## src/rtl/dma_dsc_issuer.sv

```systemverilog
// Descriptor-bypass initiator: splits host transfer commands into length- and boundary-limited
// descriptors and drives them onto the bypass load handshake under an outstanding-credit limit.
module dma_dsc_issuer #(
  parameter int unsigned MAX_DSC_LEN     = 4096,
  parameter int unsigned BOUNDARY_LOG2   = 12,
  parameter int unsigned MAX_OUTSTANDING = 16,
  parameter int unsigned OUT_W           = $clog2(MAX_OUTSTANDING + 1)
) (
  input  logic             pcie_clk,
  input  logic             pcie_aresetn,
  input  logic             s_cmd_valid,
  output logic             s_cmd_ready,
  input  logic [63:0]      s_cmd_addr,
  input  logic [31:0]      s_cmd_len,
  input  logic             dsc_byp_ready,
  output logic [63:0]      dsc_byp_addr,
  output logic [31:0]      dsc_byp_len,
  output logic             dsc_byp_load,
  input  logic             dsc_done,
  output logic             busy,
  output logic [OUT_W-1:0] outstanding,
  output logic [31:0]      cmd_cnt,
  output logic [31:0]      dsc_cnt
);

  typedef enum logic [1:0] {StIdle, StCalc, StIssue} state_e;

  localparam logic [63:0]      BndMask = (64'd1 << BOUNDARY_LOG2) - 64'd1;
  localparam logic [32:0]      BndSize = 33'(64'd1 << BOUNDARY_LOG2);
  localparam logic [32:0]      MaxLen  = 33'(MAX_DSC_LEN);
  localparam logic [OUT_W-1:0] MaxOut  = OUT_W'(MAX_OUTSTANDING);

  state_e           state_q, state_d;
  logic [63:0]      cur_addr_q, cur_addr_d;
  logic [31:0]      rem_len_q, rem_len_d;
  logic [63:0]      dsc_addr_q, dsc_addr_d;
  logic [31:0]      dsc_len_q, dsc_len_d;
  logic             cmd_ready_q, cmd_ready_d;
  logic [OUT_W-1:0] out_q, out_d;
  logic [31:0]      cmd_cnt_q, cmd_cnt_d;
  logic [31:0]      dsc_cnt_q, dsc_cnt_d;
  logic             load;

  // Chunk size, evaluated 33 bits wide so 2^BOUNDARY_LOG2 - offset cannot overflow.
  logic [32:0] to_bnd;
  logic [32:0] lim;
  logic [31:0] chunk;

  always_comb begin
    to_bnd = BndSize - 33'(cur_addr_q & BndMask);
    lim    = (MaxLen < to_bnd) ? MaxLen : to_bnd;
    chunk  = (lim < {1'b0, rem_len_q}) ? lim[31:0] : rem_len_q;
  end

  always_comb begin
    state_d    = state_q;
    cur_addr_d = cur_addr_q;
    rem_len_d  = rem_len_q;
    dsc_addr_d = dsc_addr_q;
    dsc_len_d  = dsc_len_q;
    cmd_cnt_d  = cmd_cnt_q;
    dsc_cnt_d  = dsc_cnt_q;
    load       = 1'b0;
    unique case (state_q)
      StIdle: begin
        if (s_cmd_valid && cmd_ready_q) begin
          cmd_cnt_d  = cmd_cnt_q + 32'd1;
          cur_addr_d = s_cmd_addr;
          rem_len_d  = s_cmd_len;
          if (s_cmd_len != 32'd0) state_d = StCalc;
        end
      end
      StCalc: begin
        dsc_addr_d = cur_addr_q;
        dsc_len_d  = chunk;
        state_d    = StIssue;
      end
      StIssue: begin
        if (dsc_byp_ready && (out_q < MaxOut)) begin
          load       = 1'b1;
          cur_addr_d = cur_addr_q + {32'd0, dsc_len_q};
          rem_len_d  = rem_len_q - dsc_len_q;
          dsc_cnt_d  = dsc_cnt_q + 32'd1;
          state_d    = (rem_len_d == 32'd0) ? StIdle : StCalc;
        end
      end
      default: state_d = StIdle;
    endcase
    cmd_ready_d = (state_d == StIdle);
  end

  // A completion with nothing outstanding (and no concurrent load) is dropped.
  always_comb begin
    out_d = out_q;
    unique case ({load, dsc_done})
      2'b10:   out_d = out_q + OUT_W'(1);
      2'b01:   if (out_q != '0) out_d = out_q - OUT_W'(1);
      default: out_d = out_q;
    endcase
  end

  always_ff @(posedge pcie_clk or negedge pcie_aresetn) begin
    if (!pcie_aresetn) begin
      state_q     <= StIdle;
      cur_addr_q  <= '0;
      rem_len_q   <= '0;
      dsc_addr_q  <= '0;
      dsc_len_q   <= '0;
      cmd_ready_q <= 1'b0;
      out_q       <= '0;
      cmd_cnt_q   <= '0;
      dsc_cnt_q   <= '0;
    end else begin
      state_q     <= state_d;
      cur_addr_q  <= cur_addr_d;
      rem_len_q   <= rem_len_d;
      dsc_addr_q  <= dsc_addr_d;
      dsc_len_q   <= dsc_len_d;
      cmd_ready_q <= cmd_ready_d;
      out_q       <= out_d;
      cmd_cnt_q   <= cmd_cnt_d;
      dsc_cnt_q   <= dsc_cnt_d;
    end
  end

  assign s_cmd_ready  = cmd_ready_q;
  assign dsc_byp_addr = dsc_addr_q;
  assign dsc_byp_len  = dsc_len_q;
  assign dsc_byp_load = load;
  assign busy         = (state_q != StIdle) || (out_q != '0);
  assign outstanding  = out_q;
  assign cmd_cnt      = cmd_cnt_q;
  assign dsc_cnt      = dsc_cnt_q;

endmodule

```

## config.mk

```make
export PLATFORM = sky130hd
export DESIGN_NAME = dma_dsc_issuer
export DESIGN_NICKNAME = d
export VERILOG_FILES = /design/src/rtl/dma_dsc_issuer.sv
export SDC_FILE = /design/constraint.sdc
export NUM_CORES = 1
export LEC_CHECK = 0
export ABC_AREA = 1
export BUFFER_PORTS_ARGS = -buffer_cell sky130_fd_sc_hd__buf_4
export CAP_MARGIN = 15
export CORE_MARGIN = 5
export CORE_UTILIZATION = 55
export DETAILED_ROUTE_END_ITERATION = 6
export PLACE_DENSITY_LB_ADDON = 0.2
export SETUP_SLACK_MARGIN = 0.4
export SLEW_MARGIN = 10
export SYNTH_ARGS = -nofsm -noshare
export SYNTH_HDL_FRONTEND = slang
export SYNTH_SLANG_ARGS = --single-unit
```

## constraint.sdc

```tcl
create_clock -name pcie_clk -period 7.2 [get_ports pcie_clk]
set_clock_uncertainty 0.15 [all_clocks]
set_input_delay 1.44 -clock pcie_clk [delete_from_list [all_inputs] [get_ports pcie_clk]]
set_output_delay 1.44 -clock pcie_clk [all_outputs]
set_load 0.05 [all_outputs]
```

==> results of run 1 <==
==> cell type report <==
type,instances,share of cell area
Multi-Input combinational cell,1909,0.451
Sequential cell,264,0.307
Timing Repair Buffer,276,0.0972
Inverter,389,0.0679
Clock buffer,45,0.0427
Tap cell,442,0.0257
Clock inverter,10,0.00814
Antenna cell,1,0.000116
==> sequential cells by signal, summed over array words and instances (netlist names) <==
| signal | flops |
|---|---|
| cmd_cnt | 32 |
| dsc_byp_len | 32 |
| s_cmd_ready | 1 |
| rem_len_q | 32 |
| dsc_cnt | 32 |
| cur_addr_q | 64 |
| outstanding | 5 |
| state_q | 2 |
| dsc_byp_addr | 64 |
==> cell families after synthesis <==
family / after synthesis
AO/OA/AOI/OAI: 389
XOR/XNOR: 109
adder cells (fa/ha/maj): 84
flip-flops: 264
AND/OR/NAND/NOR: 1327
buffers and inverters: 448
==> path summary, 6_finish.rpt <==
kind	start	end	cells past startpoint
worst max-delay path	state_q[0]$_DFF_PN0_	dsc_byp_load	5
worst min-delay path	dsc_byp_addr[61]$_DFFE_PN0N_	dsc_byp_addr[61]$_DFFE_PN0N_	2
worst max register to register	cur_addr_q[1]$_DFFE_PN0P_	dsc_byp_len[4]$_DFFE_PN0N_	27
worst min register to register	dsc_byp_addr[61]$_DFFE_PN0N_	dsc_byp_addr[61]$_DFFE_PN0N_	2
max in group asynchronous	pcie_aresetn	dsc_cnt[4]$_DFFE_PN0P_	2
min in group asynchronous	pcie_aresetn	dsc_byp_addr[45]$_DFFE_PN0N_	1
==> power by group <==
part | switching (mW) | internal (mW)
registers | 0.490 | 2.00
logic | 3.97 | 1.76
clock network | 0.640 | 1.05
total | 5.10 | 4.81
==> cell usage after synthesis (2+ instances only) <==
| cell | number |
|---|---|
| and3_1 | 3 |
| nor2_4 | 4 |
| nand2_1 | 737 |
| ha_1 | 81 |
| nor2_1 | 310 |
| fa_1 | 3 |
| buf_2 | 2 |
| or2_2 | 7 |
| nand4_1 | 35 |
| nor4_1 | 24 |
| nor3_1 | 45 |
| nand3_2 | 4 |
| inv_2 | 3 |
| a211oi_1 | 2 |
| and2_1 | 3 |
| nand3b_1 | 8 |
| buf_1 | 3 |
| or4_1 | 2 |
| o21ai_0 | 213 |
| nand2_2 | 5 |
| a31oi_1 | 10 |
| a21oi_1 | 91 |
| xnor2_1 | 31 |
| dfrtp_1 | 264 |
| o22ai_1 | 35 |
| clkbuf_1 | 54 |
| inv_1 | 386 |
| nor3_2 | 7 |
| o211ai_1 | 18 |
| nand3_1 | 125 |
| nor2_2 | 5 |
| xor2_1 | 78 |
| a21o_1 | 7 |
| o21bai_1 | 7 |
| a22oi_1 | 2 |
==> per-layer routing <==
layer / share of wire / track usage / vias to the layer above
li1: - / - / 8895
met1: 0.42 / 0.437 / 8547
met2: 0.48 / 0.553 / 689
met3: 0.064 / 0.0333 / 111
met4: 0.036 / 0.104 / 0
met5: 0 / 0 / -
==> worst max-delay path, cell delays in order, from the launching register on <==
cell	delay [ns]
dfrtp_1	0.44
nor2_4	0.12
buf_4	0.64
nand2_4	0.22
inv_1	0.27
buf_4	0.25
==> results.json, run 1 <==
{
  "fin_setup_tns_ns": 0,
  "drt_first_pass_iters": 6,
  "place_inst": 3280,
  "setup_violations": 0,
  "clkSinkCount": 264,
  "track_usage": 0.324,
  "final_util": 0.665,
  "synth-compound-area-share": 0.117,
  "clk_pin_slew_worst_paths_ns": 0.06,
  "power_density_nw_per_um2": 461,
  "grt_pass1_vias": 17700,
  "fin_crit_sh": 0.571,
  "max_freq_ghz": 0.243,
  "htree_num_levels": 1,
  "period_needed_ns": 4.11,
  "fin_area_um2": 21500,
  "synthXorXnorAreaFrac": 0.0531,
  "clkLatencyLatePin_ns": 0.57,
  "regArea_um2": 6610,
  "cts-root-buf": "clkbuf_16",
  "numCtsBuffers": 31,
  "place_congestion": 1.02,
  "synthCells": 2621,
  "die_h_um": 191,
  "grt.overflow.total": 0,
  "worstSetupPathType": "reg -> out",
  "ctsResizeCount": 0,
  "wire_per_inst_um": 18.1,
  "synth_top_family_by_area": "simple AND/OR/NAND/NOR gates",
  "drive_above_1_share": 0.126,
  "yosysUniqueCellTypes": 42,
  "synth_edf_count": 0,
  "max_cap_viol_count": 0,
  "seq_area_frac_synth": 0.367,
  "fillCellCount": 2973,
  "rsz0062_at_grt": "no",
  "post-route-drc-count": 0,
  "synthSimpleGateAreaFrac": 0.309,
  "place_hpwl_um": 47100,
  "synth-seq-cells": 264,
  "tightest_slew_ns": 0.970,
  "status": "finished clean",
  "antenna_left": 0,
  "area_delta_synth_final_pct": 19.7,
  "synth_fa_ha_area_frac": 0.0597,
  "place_ws_ns": 2.75,
  "die-area_um2": 36400,
  "grt_pass1_wl_um": 94500,
  "placed_area_um2": 20400,
  "rrSetupSlack_ns": 3.14,
  "yosysTopAreaCell": "dfrtp_1",
  "die_w_um": 191,
  "initial_core_util": 0.555,
  "syn_area_per_cell_um2": 6.86,
  "postRouteWirelength_um": 60500,
  "setup_ws_ns": 3.09,
  "async_flop_share": 1.00,
  "cts_tree": "built",
  "antenna_found_initial": 1,
  "layout_common_cells": "nand2_1 (736), inv_1 (386), nor2_1 (309), buf_4 (274), dfrtp_1 (264)",
  "finalNetCount": 3056,
  "dr.first_iter.drc_count": 1424,
  "core_um2": 32400,
  "ios": 269,
  "syn-cell-area_um2": 18000,
  "multi_input_area_um2": 9700,
  "viasPerCell": 5.47,
  "fin_cells": 3336,
  "p_total_mw": 9.92,
  "synthFlopType": "dfrtp_1",
  "synthMuxAreaShare": 0,
  "irDropWorstVdd_mv": 0.361,
  "synth_nets": 2806,
  "worstPathMaxFanout": 76,
  "required_ns": 5.61,
  "grt_max_degree": 159,
  "synth.top_cell.area_share": 0.367,
  "ys_warn_count": 0,
  "critPathArrivalTime_ns": 2.52,
  "portBuffers": 268,
  "p_leak_nw": 11.3,
  "holdWs_ns": 0.333,
  "cp-start-kind": "register",
  "endpoint_kind": "output pin",
  "post_cts_buffers": 0,
  "slew_violations": 0,
  "synth.area.top_cells": "dfrtp_1 (37%), nand2_1 (15%), inv_1 (8.1%), nor2_1 (6.5%), o21ai_0 (5.9%)",
  "layout_commonest_cell": "nand2_1",
  "slew_headroom": 0.353,
  "clockBufferDepth": 3,
  "vias": 18200,
  "hp-class": "reg -> reg",
  "ctsHoldBuffers": 0,
  "hold_violations": 0,
  "row_count": 66
}
Power figures use the tool's default switching activity.
==> run 2, diff against run 1 <==
--- a/config.mk
+++ b/config.mk
@@ -5,7 +5,7 @@
 export SDC_FILE = /design/constraint.sdc
 export NUM_CORES = 1
 export LEC_CHECK = 0
-export ABC_AREA = 1
+export ABC_AREA = 0
 export BUFFER_PORTS_ARGS = -buffer_cell sky130_fd_sc_hd__buf_4
 export CAP_MARGIN = 15
 export CORE_MARGIN = 5
==> constraint.sdc (replaced) <==
create_clock -name pcie_clk -period 3.88 [get_ports pcie_clk]
set_clock_uncertainty 0.15 [all_clocks]
set_input_delay 0.776 -clock pcie_clk [delete_from_list [all_inputs] [get_ports pcie_clk]]
set_output_delay 0.776 -clock pcie_clk [all_outputs]
set_load 0.05 [all_outputs]
==> results.json, run 2 <==
{
  "area_delta_synth_final_pct": 25.8,
  "clockBufferDepth": 3,
  "place_hpwl_um": 36500,
  "hold_violations": 0,
  "grt_pass1_vias": 14300,
  "core_um2": 29400,
  "rsz0062_at_grt": "yes",
  "numCtsBuffers": 30,
  "die-area_um2": 33100,
  "viasPerCell": 5.93,
  "row_count": 63,
  "final_util": 0.695,
  "required_ns": 4.15,
  "finalNetCount": 2298,
  "max_cap_viol_count": 0,
  "initial_core_util": 0.553,
  "synthCells": 1812,
  "p_leak_nw": 9.36,
  "vias": 15000,
  "drt_first_pass_iters": 5,
  "synth.top_cell.area_share": 0.407,
  "yosysUniqueCellTypes": 84,
  "p_total_mw": 18.6,
  "syn-cell-area_um2": 16200,
  "fin_setup_tns_ns": 0,
  "seq_area_frac_synth": 0.407,
  "period_needed_ns": 3.59,
  "slew_headroom": 0.341,
  "fin_cells": 2526,
  "cp-start-kind": "register",
  "place_congestion": 0.949,
  "dr.first_iter.drc_count": 1124,
  "slew_violations": 0,
  "hp-class": "in -> async",
  "power_density_nw_per_um2": 909,
  "worstPathMaxFanout": 7,
  "async_flop_share": 1.00,
  "portBuffers": 268,
  "critPathArrivalTime_ns": 3.86,
  "antenna_left": 0,
  "place_inst": 2451,
  "yosysMostFrequentCell": "dfrtp_1",
  "worstSetupPathType": "reg -> reg",
  "ctsHoldBuffers": 0,
  "status": "finished clean",
  "clk_pin_slew_worst_paths_ns": 0.06,
  "cts-root-buf": "clkbuf_16",
  "synthFlopType": "dfrtp_1",
  "max_freq_ghz": 0.279,
  "ios": 269,
  "postRouteWirelength_um": 49500,
  "syn_area_per_cell_um2": 8.97,
  "clkSinkCount": 264,
  "synth.area.top_cells": "dfrtp_1 (41%), ha_1 (6.2%), nand2_1 (4.9%), a21oi_1 (4.6%), xnor2_1 (4.4%)",
  "grt_max_degree": 88,
  "track_usage": 0.286,
  "setup_violations": 0,
  "htree_num_levels": 1,
  "cts_tree": "built",
  "post-route-drc-count": 0,
  "tightest_slew_ns": 0.988,
  "yosysTopAreaCell": "dfrtp_1",
  "clkLatencyLatePin_ns": 0.55,
  "layout_common_cells": "buf_4 (346), dfrtp_1 (258), nand2_1 (211), nor2_1 (144), a21oi_1 (141)",
  "layout_commonest_cell": "buf_4",
  "fin_crit_sh": 0.925,
  "endpoint_kind": "register",
  "die_w_um": 182,
  "synth_edf_count": 0,
  "wire_per_inst_um": 19.6,
  "die_h_um": 182,
  "synth_nets": 1997,
  "synth_common_cells": "dfrtp_1 (264), nand2_1 (214), a21oi_1 (148), nor2_1 (147), o21ai_0 (82)",
  "ys_warn_count": 0,
  "drive_above_1_share": 0.251,
  "grt_pass1_wl_um": 77600,
  "irDropWorstVdd_mv": 0.564,
  "synth-seq-cells": 264,
  "antenna_found_initial": 3,
  "grt.overflow.total": 0
}
run 2: worst paths after layout:
path                            slack (ns)                       from  cells past startpoint                          end
worst max-delay path                  0.29  cur_addr_q[3]$_DFFE_PN0P_                     14  dsc_byp_len[10]$_DFFE_PN0N_
worst min-delay path                  0.06               pcie_aresetn                      1      cmd_cnt[31]$_DFFE_PN0P_
worst max register to register        0.29  cur_addr_q[3]$_DFFE_PN0P_                     14  dsc_byp_len[10]$_DFFE_PN0N_
worst min register to register        0.32    cmd_cnt[31]$_DFFE_PN0P_                      1      cmd_cnt[31]$_DFFE_PN0P_
max in group asynchronous             2.63               pcie_aresetn                      2  dsc_byp_len[28]$_DFFE_PN0N_
min in group pcie_clk                 0.28             s_cmd_addr[48]                      3   cur_addr_q[48]$_DFFE_PN0P_
run 2: what timing repair did:
action / CTS / global route
gates resized for setup: 27 / 43
pin swaps: 13 / 23
gates cloned: 0 / 1
endpoints found under the setup margin: 19 / 46
setup buffers: 6 / 13
run 2: cell families (layout without fill, tap and decap cells):
| family | after synthesis | count (layout) | share of synthesized area |
|---|---|---|---|
| xor gates and xnor gates | 124 | 124 | 0.0669 |
| muxes | 77 | 77 | 0.0521 |
| buffers and inverters | 160 | 483 | 0.0388 |
| other | 0 | 1 | 0 |
| and+or+nand+nor | 654 | 654 | 0.196 |
| adders and majority gates | 84 | 84 | 0.0661 |
| DFF | 264 | 264 | 0.407 |
| AOI/OAI and AO/OA | 449 | 449 | 0.173 |
run 2: cell type report:
class                      count  area, um2
antenna                        1       2.50
clock buffer                  45        908
clock inverter                 9        130
fill                        2327       8960
inverter                      76        285
multi-input combinational   1388       9300
sequential                   264       6610
tap                          390        488
timing repair buffer         353       2710
run 2: per-stage QoR:
stage,setup slack (ns),hold slack (ns),cell area (um2)
3_3_place_gp,0.144,0.309,19000
3_5_place_dp,0.0308,0.310,19000
2_1_floorplan,0.423,0.316,16200
5_1_grt,0.0690,0.118,20400
4_1_cts,0.350,0.0946,20200
6_report,0.291,0.0592,20400
run 2: per-layer routing:
| layer | up-vias | wire [um] | global-route usage |
|---|---|---|---|
| li1 | 7104 | - | - |
| met1 | 7216 | 21400 | 0.397 |
| met2 | 537 | 23100 | 0.463 |
| met3 | 106 | 3060 | 0.0413 |
| met4 | 4 | 1890 | 0.0958 |
| met5 | - | 24 | 0 |
run 2: worst max-delay path, stage by stage (launching register included):
cell and delay, ns:
dfrtp_2 0.46, buf_4 0.17, nor4_4 0.22, xor2_1 0.29, nand4_1 0.16, o41ai_2 0.37, and2_1 0.22, ha_1 0.26
nor3_2 0.19, nor4_2 0.08, o41a_1 0.12, o311a_4 0.34, buf_8 0.15, mux2i_2 0.20, o21ai_1 0.08
run 2: power breakdown:
group	internal (mW)	total [mW]	switching (mW)	leakage, nW
logic	4.05	10.9	6.86	5.61
registers	3.74	4.71	0.967	3.24
clock network	1.81	2.97	1.16	0.509
total	9.60	18.6	8.99	9.36
